[config.mk]
export PLATFORM = sky130hd
export DESIGN_NAME = rx_resp_collector
export DESIGN_NICKNAME = d
export VERILOG_FILES = /design/src/rtl/rx_resp_collector.sv
export SDC_FILE = /design/constraint.sdc
export NUM_CORES = 1
export LEC_CHECK = 0
export ABC_AREA = 1
export BUFFER_PORTS_ARGS = -buffer_cell sky130_fd_sc_hd__buf_2
export CORE_ASPECT_RATIO = 0.9
export CORE_MARGIN = 10
export CORE_UTILIZATION = 63
export CTS_CLUSTER_SIZE = 25
export DETAILED_ROUTE_END_ITERATION = 7
export HOLD_SLACK_MARGIN = 0.08
export PLACE_DENSITY = 0.82
export SYNTH_ARGS = -nofsm -noshare
export SYNTH_HDL_FRONTEND = slang
export SYNTH_SLANG_ARGS = --single-unit
[constraint.sdc]
create_clock -name clk -period 15.65 [get_ports clk]
set_input_delay 3.9125 -clock clk [delete_from_list [all_inputs] [get_ports clk]]
set_output_delay 3.9125 -clock clk [all_outputs]
set_load 0.02 [all_outputs]
[src/rtl/rx_resp_collector.sv]
// Response collector: per-instance op_id FIFOs paired with acked read data, round-robin output.
// Optional sticky error flags (err_*, err_clr) exist only when RX_RESP_COLLECT_ERR_EN is defined.
module rx_resp_collector #(
  parameter int NUM_SW_INST = 5,
  parameter int W_WIDTH     = 8,
  parameter int OP_ID_WIDTH = 8,
  parameter int DEPTH       = 4
) (
  input  logic                             clk,
  input  logic                             rst_n,
  input  logic [NUM_SW_INST-1:0]           sel_en,
  input  logic [OP_ID_WIDTH-1:0]           op_id,
  input  logic [NUM_SW_INST-1:0]           ack,
  input  logic [NUM_SW_INST*W_WIDTH-1:0]   rd_data,
  output logic [NUM_SW_INST-1:0]           sw_busy,
  output logic                             resp_valid,
  input  logic                             resp_ready,
  output logic [W_WIDTH-1:0]               resp_data,
  output logic [OP_ID_WIDTH-1:0]           resp_op_id,
  output logic [$clog2(NUM_SW_INST)-1:0]   resp_sw_idx
`ifdef RX_RESP_COLLECT_ERR_EN
  ,
  input  logic                             err_clr,
  output logic                             err_unexp_ack,
  output logic                             err_issue_ovf,
  output logic                             err_slot_ovf
`endif
);

  localparam int IDX_W = $clog2(NUM_SW_INST);
  localparam int PTR_W = $clog2(DEPTH);
  localparam int CNT_W = PTR_W + 1;
  localparam logic [CNT_W-1:0] FULL_CNT = CNT_W'(DEPTH);

  logic [OP_ID_WIDTH-1:0] mem_q [NUM_SW_INST][DEPTH];
  logic [OP_ID_WIDTH-1:0] mem_d [NUM_SW_INST][DEPTH];
  logic [PTR_W-1:0]       wr_ptr_q [NUM_SW_INST];
  logic [PTR_W-1:0]       wr_ptr_d [NUM_SW_INST];
  logic [PTR_W-1:0]       rd_ptr_q [NUM_SW_INST];
  logic [PTR_W-1:0]       rd_ptr_d [NUM_SW_INST];
  logic [CNT_W-1:0]       cnt_q    [NUM_SW_INST];
  logic [CNT_W-1:0]       cnt_d    [NUM_SW_INST];

  logic [NUM_SW_INST-1:0] slot_vld_q, slot_vld_d;
  logic [OP_ID_WIDTH-1:0] slot_op_q   [NUM_SW_INST];
  logic [OP_ID_WIDTH-1:0] slot_op_d   [NUM_SW_INST];
  logic [W_WIDTH-1:0]     slot_data_q [NUM_SW_INST];
  logic [W_WIDTH-1:0]     slot_data_d [NUM_SW_INST];

  logic [IDX_W-1:0]       rr_ptr_q, rr_ptr_d;
  logic                   resp_valid_q, resp_valid_d;
  logic [W_WIDTH-1:0]     resp_data_q, resp_data_d;
  logic [OP_ID_WIDTH-1:0] resp_op_id_q, resp_op_id_d;
  logic [IDX_W-1:0]       resp_sw_idx_q, resp_sw_idx_d;

  logic                   issue_any;
  logic [IDX_W-1:0]       issue_idx;
  logic                   out_free;
  logic                   grant_vld;
  logic [IDX_W-1:0]       grant_idx;
  logic [NUM_SW_INST-1:0] push, pop, slot_free;

  // Descending scan so the lowest-index strobe is the one that sticks.
  always_comb begin
    issue_any = 1'b0;
    issue_idx = '0;
    for (int i = NUM_SW_INST - 1; i >= 0; i--) begin
      if (sel_en[i]) begin
        issue_any = 1'b1;
        issue_idx = IDX_W'(i);
      end
    end
  end

  always_comb begin
    logic [IDX_W-1:0] cand;
    out_free  = !resp_valid_q || resp_ready;
    grant_vld = 1'b0;
    grant_idx = '0;
    cand      = '0;
    for (int k = 1; k <= NUM_SW_INST; k++) begin
      cand = IDX_W'((int'(rr_ptr_q) + k) % NUM_SW_INST);
      if (out_free && !grant_vld && slot_vld_q[cand]) begin
        grant_vld = 1'b1;
        grant_idx = cand;
      end
    end
  end

  // A slot granted this cycle can be refilled by a same-cycle ack.
  always_comb begin
    mem_d       = mem_q;
    wr_ptr_d    = wr_ptr_q;
    rd_ptr_d    = rd_ptr_q;
    cnt_d       = cnt_q;
    slot_vld_d  = slot_vld_q;
    slot_op_d   = slot_op_q;
    slot_data_d = slot_data_q;
    push        = '0;
    pop         = '0;
    slot_free   = '0;
    for (int i = 0; i < NUM_SW_INST; i++) begin
      slot_free[i] = !slot_vld_q[i] || (grant_vld && grant_idx == IDX_W'(i));
      push[i]      = issue_any && issue_idx == IDX_W'(i) && cnt_q[i] != FULL_CNT;
      pop[i]       = ack[i] && cnt_q[i] != '0 && slot_free[i];
      if (push[i]) begin
        mem_d[i][wr_ptr_q[i]] = op_id;
        wr_ptr_d[i]           = wr_ptr_q[i] + PTR_W'(1);
      end
      if (grant_vld && grant_idx == IDX_W'(i)) begin
        slot_vld_d[i] = 1'b0;
      end
      if (pop[i]) begin
        slot_vld_d[i]  = 1'b1;
        slot_op_d[i]   = mem_q[i][rd_ptr_q[i]];
        slot_data_d[i] = rd_data[i*W_WIDTH +: W_WIDTH];
        rd_ptr_d[i]    = rd_ptr_q[i] + PTR_W'(1);
      end
      cnt_d[i] = cnt_q[i] + CNT_W'(push[i]) - CNT_W'(pop[i]);
    end
  end

  always_comb begin
    resp_valid_d  = resp_valid_q;
    resp_data_d   = resp_data_q;
    resp_op_id_d  = resp_op_id_q;
    resp_sw_idx_d = resp_sw_idx_q;
    rr_ptr_d      = rr_ptr_q;
    if (grant_vld) begin
      resp_valid_d  = 1'b1;
      resp_data_d   = slot_data_q[grant_idx];
      resp_op_id_d  = slot_op_q[grant_idx];
      resp_sw_idx_d = grant_idx;
      rr_ptr_d      = grant_idx;
    end else if (resp_ready) begin
      resp_valid_d  = 1'b0;
    end
  end

  always_ff @(posedge clk) begin
    if (!rst_n) begin
      for (int i = 0; i < NUM_SW_INST; i++) begin
        wr_ptr_q[i]    <= '0;
        rd_ptr_q[i]    <= '0;
        cnt_q[i]       <= '0;
        slot_op_q[i]   <= '0;
        slot_data_q[i] <= '0;
      end
      slot_vld_q    <= '0;
      rr_ptr_q      <= IDX_W'(NUM_SW_INST - 1);
      resp_valid_q  <= 1'b0;
      resp_data_q   <= '0;
      resp_op_id_q  <= '0;
      resp_sw_idx_q <= '0;
    end else begin
      wr_ptr_q      <= wr_ptr_d;
      rd_ptr_q      <= rd_ptr_d;
      cnt_q         <= cnt_d;
      slot_op_q     <= slot_op_d;
      slot_data_q   <= slot_data_d;
      slot_vld_q    <= slot_vld_d;
      rr_ptr_q      <= rr_ptr_d;
      resp_valid_q  <= resp_valid_d;
      resp_data_q   <= resp_data_d;
      resp_op_id_q  <= resp_op_id_d;
      resp_sw_idx_q <= resp_sw_idx_d;
    end
  end

  // FIFO storage needs no reset; the pointers and counts define what is live.
  always_ff @(posedge clk) begin
    mem_q <= mem_d;
  end

  always_comb begin
    for (int i = 0; i < NUM_SW_INST; i++) begin
      sw_busy[i] = (cnt_q[i] == FULL_CNT);
    end
  end

  assign resp_valid  = resp_valid_q;
  assign resp_data   = resp_data_q;
  assign resp_op_id  = resp_op_id_q;
  assign resp_sw_idx = resp_sw_idx_q;

`ifdef RX_RESP_COLLECT_ERR_EN
  logic unexp_evt, issue_evt, slot_evt;
  logic err_unexp_ack_q, err_unexp_ack_d;
  logic err_issue_ovf_q, err_issue_ovf_d;
  logic err_slot_ovf_q, err_slot_ovf_d;

  // A new event wins over err_clr in the same cycle.
  always_comb begin
    unexp_evt = 1'b0;
    slot_evt  = 1'b0;
    for (int i = 0; i < NUM_SW_INST; i++) begin
      if (ack[i] && cnt_q[i] == '0) unexp_evt = 1'b1;
      if (ack[i] && cnt_q[i] != '0 && !slot_free[i]) slot_evt = 1'b1;
    end
    issue_evt       = issue_any && (push == '0);
    err_unexp_ack_d = unexp_evt || (err_unexp_ack_q && !err_clr);
    err_issue_ovf_d = issue_evt || (err_issue_ovf_q && !err_clr);
    err_slot_ovf_d  = slot_evt  || (err_slot_ovf_q  && !err_clr);
  end

  always_ff @(posedge clk) begin
    if (!rst_n) begin
      err_unexp_ack_q <= 1'b0;
      err_issue_ovf_q <= 1'b0;
      err_slot_ovf_q  <= 1'b0;
    end else begin
      err_unexp_ack_q <= err_unexp_ack_d;
      err_issue_ovf_q <= err_issue_ovf_d;
      err_slot_ovf_q  <= err_slot_ovf_d;
    end
  end

  assign err_unexp_ack = err_unexp_ack_q;
  assign err_issue_ovf = err_issue_ovf_q;
  assign err_slot_ovf  = err_slot_ovf_q;
`endif

endmodule

==> flow_summary.toml <==
[run_status]
status = "complete, no violations"

[sta]
fmax_ghz = 0.124
period_share = 0.513
relSlewSlack = 0.263
setup-tns-final_ns = 0
clock_skew_ns = 0.00851
slew_viol_final = 0
rsz0062_at_grt = "false"
worst-slew-pin-transition_ns = 1.10
final-setup-viol-count = 0
final.min_clock_period_ns = 8.03
hold_viol_final = 0

[die]
num_rows = 52
die_y_um = 162
die_w_um = 178
core_um2 = 22300
ios = 86
die-area_um2 = 28900
start_util = 0.635

[synthesis]
ys_warn_count = 0
syn-cell-area_um2 = 14200
yosysTopAreaCell = "edfxtp_1"
seq_area_frac_synth = 0.538
syn_avg_cell_area_um2 = 9.00
ys_ff_latch = 301
yosys.area.top_type_share = 0.339
synth_area_leaders = "edfxtp_1 34%, dfxtp_1 20%, nand2_1 8.3%"
syn_inst = 1575
synthesis.nets = 1695
synthDistinctLibCells = 49

[critical_path]
critPathRequiredTime_ns = 16.08
max_stage_delay_ns = 0.55
crit_type = "in -> reg"
critPathLaunchType = "input port"
cp_slowest_cell = "o21ai_1"
crit_fanout = 63
end_kind = "register"
startpoint = "resp_ready"
crit_top_cell = "nand2_1"
arrival_ns = 8.47
r2r_start = "rr_ptr_q[0]"
cp_cell_sequence = "buf_2, nor2_1, clkinv_1, nand3_2, inv_1, nand4_1, nand2_1, nand2_1, nand2_1, nand2_1, inv_2, nand2_4, inv_2, o21ai_1, nand2_1, clkinv_2, ha_1, inv_1, ha_1, inv_1, fa_1, o21ai_0, a21oi_1"

[global_routing]
grt_usage = 0.226
use_met3 = 0.0357
grt_use_met1 = 0.315
antenna_found_initial = 0
grt_pass1_wl_um = 52500
grt-ovfl-total = 0
gr-usage-met2 = 0.360
grt.busiest_layer = "met2"
grt_max_degree = 85
grt_pass1_vias = 10100

[clock_tree]
cts_tree = "built"
max-clock-path-buffers = 3
cts.sinks = 301
cts-resized-gates = 0
cts.htree.levels = 1
cts-root-buf = "clkbuf_16"
post_cts_buffers = 0
clk_latency_ns = 0.55
cts.clk_slew.worst_paths_ns = 0.06
cts_made_buffers = 29
ctsHoldBuffers = 0

[detailed_routing]
vias = 11000
drc = 0
drtIter0Drc = 1006
wl_um = 33400
ant_nets = 0
via_per_inst = 5.65
drtPass1Iterations = 7
post_drt_wl_per_cell_um = 17.2

[job]
maxCapViolCount = 0

[finish]
antenna_cells = 0
drive_gt1_frac = 0.112
final_util = 0.694
synthToLayoutAreaGrowth_pct = 9.22
fin_nets = 1738

[worst_hold_path]
hp-class = "reg -> reg"
hp-start = "slot_data_q[1]"

[placed_design]
hpwl_um = 23500
portBuffers = 85
place.gp.congestion = 0.924
layout by cell type, fill, tap and decap left out, drive strengths merged, types with 20 or more instances in the layout:
| cell | netlist | routed |
|---|---|---|
| clkinv | 13 | 20 |
| a21oi | 95 | 95 |
| nand2 | 328 | 328 |
| dfxtp | 141 | 141 |
| nand3 | 94 | 94 |
| ha | 54 | 54 |
| o21ai | 96 | 96 |
| buf | 37 | 86 |
| inv | 165 | 166 |
| o211ai | 27 | 27 |
| edfxtp | 160 | 160 |
| clkbuf | 37 | 44 |
| a32oi | 24 | 24 |
| nor2 | 210 | 210 |
Yosys cell counts (all sizes together):
master and number:
o31ai 1, a21oi 95, nand3b 9, nor2 210, o21ai 96, clkbuf 37
a32oi 24, inv 165, and2 2, fa 5, nor4 1, edfxtp 160
and3 2, buf 37, o22ai 1, nand2 328, nor3 4, or2 5
ha 54, nand4 12, o211ai 27, o31a 5, dfxtp 141, a32o 16
xor2 9, o21bai 18, o21a 1, clkinv 13, nand3 94, nand2b 1
xnor2 2
registers in the layout (all words and copies together), names as in the netlist:
| name | cells |
|---|---|
| slot_data_q | 40 |
| rd_ptr_q | 10 |
| resp_op_id | 8 |
| resp_sw_idx | 1 |
| resp_valid | 1 |
| rr_ptr_q | 3 |
| resp_data | 8 |
| cnt_q | 15 |
| slot_op_q | 40 |
| mem_q | 160 |
| wr_ptr_q | 10 |
| slot_vld_q | 5 |
worst max-delay path, delay by kind of cell:
family                   cells  cell delay [ns]
AND/OR/NAND/NOR              9             1.80
buffers and inverters        8             1.16
AO/OA/AOI/OAI                3             0.81
adder cells (fa/ha/maj)      3             0.77
kinds of logic (layout without fill, tap and decap cells):
logic type	after synthesis	in the layout	synth area share
buf+inv	252	318	0.0736
compound gates	284	284	0.127
simple gates	668	668	0.200
fa+ha+maj	59	59	0.0547
flops	301	301	0.538
xor+xnor	11	11	0.00680
per-stage QoR:
stage | instances | hold WS (ns) | instance area, um^2 | worst slack (ns)
finish | 1938 | 0.458 | 15500 | 7.62
global route | 1938 | 0.483 | 15500 | 6.84
CTS | 1938 | 0.454 | 15500 | 7.69
detailed placement | 1884 | 0.444 | 14600 | 7.15
global placement | 1884 | 0.438 | 14600 | 7.30
floorplan | 1575 | 0.424 | 14200 | 8.88
layout make-up:
class / count / area (um^2)
inverter: 178 / 673
timing repair buffer: 86 / 433
multi-input combinational: 1022 / 5510
tap: 297 / 372
sequential: 301 / 7630
fill: 1679 / 6830
clock inverter: 10 / 77.6
clock buffer: 44 / 796
path summary, 6_finish.rpt:
| kind | end | slack [ns] | cells past startpoint |
|---|---|---|---|
| max | cnt_q[11] | 7.62 | 23 |
| min | slot_data_q[1] | 0.46 | 2 |
| max reg2reg | cnt_q[11] | 7.69 | 35 |
| min reg2reg | slot_data_q[1] | 0.46 | 2 |
layer usage:
layer | wire [um] | part of all wire
met5 | 0 | 0
met4 | 682 | 0.020
met3 | 2740 | 0.082
met2 | 15300 | 0.46
met1 | 14700 | 0.44
Power is left out: the tool's default activity adds up to more than one toggle a clock period on the data nets, which glitch-free logic cannot reach.
